**config.mk**
```make
export PLATFORM = sky130hd
export DESIGN_NAME = io_port_hub_flat
export DESIGN_NICKNAME = d
export VERILOG_FILES = /design/src/rtl/io_port_hub_if.sv /design/src/rtl/io_port_hub.sv /design/src/flat_wrapper.sv
export SDC_FILE = /design/constraint.sdc
export NUM_CORES = 1
export LEC_CHECK = 0
export CAP_MARGIN = 30
export CORE_MARGIN = 2
export CORE_UTILIZATION = 54
export DETAILED_ROUTE_END_ITERATION = 8
export PLACE_DENSITY = 0.88
export SLEW_MARGIN = 20
export SYNTH_ARGS = -nofsm -noshare
export SYNTH_HDL_FRONTEND = slang
export SYNTH_SLANG_ARGS = --single-unit
export TNS_END_PERCENT = 20
```
**constraint.sdc**
```tcl
create_clock -name CLK -period 3.8 [get_ports CLK]
set_input_delay 0.57 -clock CLK [delete_from_list [all_inputs] [get_ports CLK]]
set_output_delay 0.57 -clock CLK [all_outputs]
set_load 0.05 [all_outputs]
```
**src/rtl/io_port_hub_if.sv**
```systemverilog
// +----------------------------------------------------------------------------+
// | io_port_hub_if : RAT MCU port-mapped I/O bus (address, write data/strobe,  |
// |                  combinational read data)                                  |
// | Revision 1.0                                                               |
// +----------------------------------------------------------------------------+
`default_nettype none

interface io_port_hub_if;
  logic [7:0] PORT_ID;
  logic [7:0] OUT_PORT;
  logic       IO_STRB;
  logic [7:0] IN_PORT;

  modport master (
    output PORT_ID,
    output OUT_PORT,
    output IO_STRB,
    input  IN_PORT
  );

  modport slave (
    input  PORT_ID,
    input  OUT_PORT,
    input  IO_STRB,
    output IN_PORT
  );
endinterface

`default_nettype wire

```
**src/rtl/io_port_hub.sv**
```systemverilog
// +----------------------------------------------------------------------------+
// | io_port_hub : synchronised input channels, strobed output registers and an |
// |               8-source edge-captured interrupt controller for the RAT MCU  |
// | Revision 1.0                                                               |
// +----------------------------------------------------------------------------+
`default_nettype none

module io_port_hub #(
  parameter int         NUM_IN        = 8,
  parameter int         NUM_OUT       = 4,
  parameter logic [7:0] IN_BASE_ID    = 8'h90,
  parameter logic [7:0] OUT_BASE_ID   = 8'h40,
  parameter logic [7:0] IRQ_STATUS_ID = 8'hF0,
  parameter logic [7:0] IRQ_MASK_ID   = 8'hF1,
  parameter logic [7:0] IRQ_ACK_ID    = 8'hF2,
  parameter int         SYNC_STAGES   = 2
) (
  input  logic                 CLK,
  input  logic                 RESET_N,
  io_port_hub_if.slave         bus,
  input  logic [NUM_IN*8-1:0]  IN_DATA,
  output logic [NUM_OUT*8-1:0] OUT_DATA,
  output logic [NUM_OUT-1:0]   OUT_WE,
  input  logic [7:0]           IRQ_SRC,
  output logic                 INTERRUPT
);

  localparam int c_last_stage = SYNC_STAGES - 1;

  logic [NUM_IN*8-1:0]  r_in_sync  [SYNC_STAGES];
  logic [7:0]           r_irq_sync [SYNC_STAGES];
  logic [7:0]           r_irq_prev;
  logic [7:0]           r_mask;
  logic [7:0]           r_pending;
  logic                 r_interrupt;
  logic [NUM_OUT*8-1:0] r_out_data;
  logic [NUM_OUT-1:0]   r_out_we;

  logic [NUM_IN*8-1:0]  w_in_last;
  logic [NUM_OUT-1:0]   w_out_hit;
  logic                 w_mask_wr;
  logic                 w_ack_wr;
  logic [7:0]           w_irq_edge;
  logic [7:0]           w_ack_clr;
  logic [7:0]           w_rd_data;

  // Synchroniser chains for the asynchronous data and interrupt inputs
  always_ff @(posedge CLK or negedge RESET_N) begin
    if (!RESET_N) begin
      for (int s = 0; s < SYNC_STAGES; s++) begin
        r_in_sync[s]  <= '0;
        r_irq_sync[s] <= '0;
      end
    end else begin
      r_in_sync[0]  <= IN_DATA;
      r_irq_sync[0] <= IRQ_SRC;
      for (int s = 1; s < SYNC_STAGES; s++) begin
        r_in_sync[s]  <= r_in_sync[s-1];
        r_irq_sync[s] <= r_irq_sync[s-1];
      end
    end
  end

  assign w_in_last = r_in_sync[c_last_stage];

  // Write address decode
  generate
    for (genvar j = 0; j < NUM_OUT; j++) begin : g_out_dec
      localparam logic [7:0] c_out_id = 8'(OUT_BASE_ID + j);
      assign w_out_hit[j] = bus.IO_STRB && (bus.PORT_ID == c_out_id);
    end
  endgenerate

  assign w_mask_wr = bus.IO_STRB && (bus.PORT_ID == IRQ_MASK_ID);
  assign w_ack_wr  = bus.IO_STRB && (bus.PORT_ID == IRQ_ACK_ID);

  always_ff @(posedge CLK or negedge RESET_N) begin
    if (!RESET_N) begin
      r_out_data <= '0;
      r_out_we   <= '0;
    end else begin
      r_out_we <= w_out_hit;
      for (int j = 0; j < NUM_OUT; j++) begin
        if (w_out_hit[j]) begin
          r_out_data[8*j +: 8] <= bus.OUT_PORT;
        end
      end
    end
  end

  // Edge sets take precedence over a same-cycle acknowledge of that bit
  assign w_irq_edge = r_irq_sync[c_last_stage] & ~r_irq_prev;
  assign w_ack_clr  = w_ack_wr ? bus.OUT_PORT : 8'h00;

  always_ff @(posedge CLK or negedge RESET_N) begin
    if (!RESET_N) begin
      r_irq_prev  <= '0;
      r_mask      <= '0;
      r_pending   <= '0;
      r_interrupt <= 1'b0;
    end else begin
      r_irq_prev  <= r_irq_sync[c_last_stage];
      r_pending   <= (r_pending & ~w_ack_clr) | w_irq_edge;
      r_interrupt <= |(r_pending & r_mask);
      if (w_mask_wr) begin
        r_mask <= bus.OUT_PORT;
      end
    end
  end

  // Read mux: IRQ registers shadow any overlapping input channel ID
  always_comb begin
    w_rd_data = 8'h00;
    if (bus.PORT_ID == IRQ_STATUS_ID) begin
      w_rd_data = r_pending;
    end else if (bus.PORT_ID == IRQ_MASK_ID) begin
      w_rd_data = r_mask;
    end else if (bus.PORT_ID == IRQ_ACK_ID) begin
      w_rd_data = 8'h00;
    end else begin
      for (int i = 0; i < NUM_IN; i++) begin
        if (bus.PORT_ID == 8'(IN_BASE_ID + i)) begin
          w_rd_data = w_in_last[8*i +: 8];
        end
      end
    end
  end

  assign bus.IN_PORT = w_rd_data;
  assign OUT_DATA    = r_out_data;
  assign OUT_WE      = r_out_we;
  assign INTERRUPT   = r_interrupt;

endmodule

`default_nettype wire

```
**src/flat_wrapper.sv**
```systemverilog
// flat-port wrapper written by rule: the top's interface ports become plain ports
module io_port_hub_flat 
#(
  parameter int         NUM_IN        = 8,
  parameter int         NUM_OUT       = 4,
  parameter logic [7:0] IN_BASE_ID    = 8'h90,
  parameter logic [7:0] OUT_BASE_ID   = 8'h40,
  parameter logic [7:0] IRQ_STATUS_ID = 8'hF0,
  parameter logic [7:0] IRQ_MASK_ID   = 8'hF1,
  parameter logic [7:0] IRQ_ACK_ID    = 8'hF2,
  parameter int         SYNC_STAGES   = 2
)
  (CLK, RESET_N, IN_DATA, OUT_DATA, OUT_WE, IRQ_SRC, INTERRUPT, bus_PORT_ID, bus_OUT_PORT, bus_IO_STRB, bus_IN_PORT);
  io_port_hub_if bus_i ();
  input  logic CLK;
  input  logic RESET_N;
  input  logic [NUM_IN*8-1:0] IN_DATA;
  output logic [NUM_OUT*8-1:0] OUT_DATA;
  output logic [NUM_OUT-1:0] OUT_WE;
  input  logic [7:0] IRQ_SRC;
  output logic INTERRUPT;
  input wire logic [$bits(bus_i.PORT_ID)-1:0] bus_PORT_ID;
  input wire logic [$bits(bus_i.OUT_PORT)-1:0] bus_OUT_PORT;
  input wire logic [$bits(bus_i.IO_STRB)-1:0] bus_IO_STRB;
  output wire logic [$bits(bus_i.IN_PORT)-1:0] bus_IN_PORT;
  assign bus_i.PORT_ID = bus_PORT_ID;
  assign bus_i.OUT_PORT = bus_OUT_PORT;
  assign bus_i.IO_STRB = bus_IO_STRB;
  assign bus_IN_PORT = bus_i.IN_PORT;
  io_port_hub #(.NUM_IN(NUM_IN), .NUM_OUT(NUM_OUT), .IN_BASE_ID(IN_BASE_ID), .OUT_BASE_ID(OUT_BASE_ID), .IRQ_STATUS_ID(IRQ_STATUS_ID), .IRQ_MASK_ID(IRQ_MASK_ID), .IRQ_ACK_ID(IRQ_ACK_ID), .SYNC_STAGES(SYNC_STAGES)) u_core (.CLK(CLK), .RESET_N(RESET_N), .bus(bus_i), .IN_DATA(IN_DATA), .OUT_DATA(OUT_DATA), .OUT_WE(OUT_WE), .IRQ_SRC(IRQ_SRC), .INTERRUPT(INTERRUPT));
endmodule
```
==> flow_summary.toml <==
[timing]
finalClockSkew_ns = 0.0101
period_share_pct = 92.5
drv_slew = 0
setup_tns_ns = 0
setup_viol = 0
slew_headroom_pct = 43.4
rsz0062_at_grt = "false"
clock.fmax_ghz = 0.284
min_period_ns = 3.52
hold_violations = 0
tightest_slew_ns = 0.849

[logic_synthesis]
synth_fp_nets = 479
synth_cell_types = 38
ys_top_cells_by_count = "dfrtp_1, mux2_2, nor2_1, mux2i_1, nand2b_1"
syn_area_um2 = 6710
async_reset_ff_share_pct = 100
synth-seq-cells = 205
synth_area_per_cell_um2 = 17.3
yosysSeqAreaShare_pct = 76.5
synth_edf_count = 0
synth_ff_type = "dfrtp_1"
synth.most_common_cell = "dfrtp_1"
synth_area_leaders = "dfrtp_1, mux2_2, mux4_2"
yosys_warnings = 0
synthCells = 388
synth_top_area_share_pct = 76.5
yosysTopAreaCell = "dfrtp_1"

[critical_path]
worst_path_max_delay_cell = "o32ai_1"
cp_slowest_stage_delay_ns = 0.56
worstPathArrival_ns = 2.95
critPathRequiredTime_ns = 3.23
crit_type = "in -> out"
crit_chain = "clkdlybuf4s50_1 -> nor4bb_1 -> buf_4 -> and3b_1 -> a32oi_1 -> o32ai_1 -> buf_12"
reg2reg_to = "u_core.INTERRUPT$_DFF_PN0_"
critical_path.startpoint_type = "input port"
reg2reg_setup_slack_ns = 2.91
end_kind = "output pin"
r2r_start = "u_core.r_pending[2]$_DFF_PN0_"
crit_fanout = 10
rr_worst_depth = 2

[global_routing]
grt_max_degree = 112
grt-ovfl-total = 0
grt_pass1_vias = 4107
grt_pass1_wl_um = 21800
antenna_found_initial = 0
grt_usage_pct = 21.5

[run_status]
status = "finished, final reports clean"

[die]
fp.dieH_um = 115
pin_count = 136
num_rows = 40
die_w_um = 115
dieArea_um2 = 13300
core_area_um2 = 12100
start_util_pct = 55.6

[hold_path]
min_path_type = "in -> async"

[clock_network]
cts_sinks = 205
max-clock-path-buffers = 3
cts_tree = "yes"
cts-hold-fix-buffers = 0
post-cts-setup-buffers = 0
htreeDepth = 1
cts_made_buffers = 20
cts_resized = 0
clkSlewWorstSetupHoldPaths_ns = 0.06
clkLatencyLatePin_ns = 0.48
root_buffer = "clkbuf_16"

[route]
drt-initial-drc-count = 285
wl_um = 13700
drt_first_pass_iters = 5
routedWlPerCell_um = 18.9
post-route-drc-count = 0
via_count = 3859
antenna_left = 0
avgViaCountPerCell = 5.32

[flow_run]
maxCapViolations = 0

[layout]
fin_nets = 635
post-route-util_pct = 75.3
finalNonFillerCells = 726
n_antenna_cell = 0
areaGrowthSynthToFinish_pct = 35.5
drive_gt1_share_pct = 19.7

[power_and_ir_drop]
ir_drop_mv = 0.354
p_leak_nw = 4.03
power_density_nw_per_um2 = 530

[place]
port-buffer-count = 135
gp_congestion = 0.862
placedCellCount = 690
place_hpwl_um = 9450
power by group:
part	total, mW	internal (mW)	leakage, nW	switching [mW]
sequential	2.33	2.29	2.46	0.0398
clock	2.11	1.31	0.354	0.801
combinational	0.375	0.174	1.22	0.201
critical path: cells and delay by family:
kind                   cells  cell delay, ns
buffers and inverters      3            0.95
AO/OA/AOI/OAI              2            0.68
AND/OR/NAND/NOR            2            0.73
stage by stage:
stage	setup slack, ns	instance area [um2]	power (mW)	hold WS, ns
6_report	0.285	9080	4.81	0.152
5_1_grt	0.137	9080	4.98	0.260
4_1_cts	0.305	9080	4.85	0.221
3_5_place_dp	0.364	8350	2.74	0.335
3_3_place_gp	0.428	8350	2.73	0.331
2_1_floorplan	0.496	6710	2.51	0.274
final cells by class:
cell class                 count  area [um2]
multi-input combinational    162        1470
tap                          168         210
clock buffer                  22         539
inverter                       9        33.8
fill                         655        2980
timing repair buffer         146        1510
clock inverter                14         193
sequential                   205        5130
how the worst max path moves through the flow:
stage / from / endpoint / slack [ns] / cells past startpoint
global route: bus_PORT_ID[7] / bus_IN_PORT[5] / 0.14 / 7
detailed placement: bus_PORT_ID[7] / bus_IN_PORT[5] / 0.36 / 7
finish: bus_PORT_ID[7] / bus_IN_PORT[5] / 0.28 / 7
floorplan: bus_PORT_ID[0] / bus_IN_PORT[6] / 0.50 / 7
CTS: bus_PORT_ID[7] / bus_IN_PORT[5] / 0.30 / 7
global placement: bus_PORT_ID[7] / bus_IN_PORT[6] / 0.43 / 7
flip-flops by register name (all words and copies together) (netlist names):
register and count:
u_core.OUT_DATA 32, u_core.r_mask 8, u_core.OUT_WE 4, u_core.r_in_sync 64
u_core.w_in_last 64, u_core.INTERRUPT 1, u_core.r_irq_prev 8, u_core.r_pending 8
u_core.r_irq_sync 16
routing by layer:
metal / global-route usage [%] / share of wire (%)
met1: 28.4 / 39
met5: 0 / 0
met4: 7.07 / 3.0
met2: 37.2 / 52
met3: 3.40 / 5.6
cell usage in the layout, fill, tap and decap left out, types with 2 or more instances in the layout:
cell type        Yosys  layout
buf_12               0       8
nand3_1              2       2
o22ai_1              6       6
inv_1                9       9
a22oi_1              4       4
dfrtp_1            205     205
nand2b_1            12      12
nand4_1              4       4
buf_4                2      11
clkinvlp_4           0       3
clkinv_2             0       5
or3_1                2       2
clkdlybuf4s50_1      0     125
bufinv_16            0       4
a2bb2oi_1            2       2
clkbuf_16            0      21
mux2_2              39      39
a32oi_1              6       6
nor3_4               3       3
o211ai_1             2       2
o2bb2ai_1            2       2
mux2i_1             14      14
o32ai_1              6       6
nand2_1             11      11
a22o_1               8       8
mux4_2               8       8
clkbuf_8             0       2
nor2_1              15      15
nor2b_1              2       2
nor4_1               2       2
cells by family (layout without fill, tap and decap cells):
kind of cell | Yosys count | count (layout) | share of synthesized area (%)
buffers and inverters | 21 | 191 | 1.64
DFF | 205 | 205 | 76.5
AOI/OAI and AO/OA | 37 | 37 | 4.52
muxes | 62 | 62 | 11.5
and+or+nand+nor | 63 | 63 | 5.86
(Power assumes the default switching activity.)
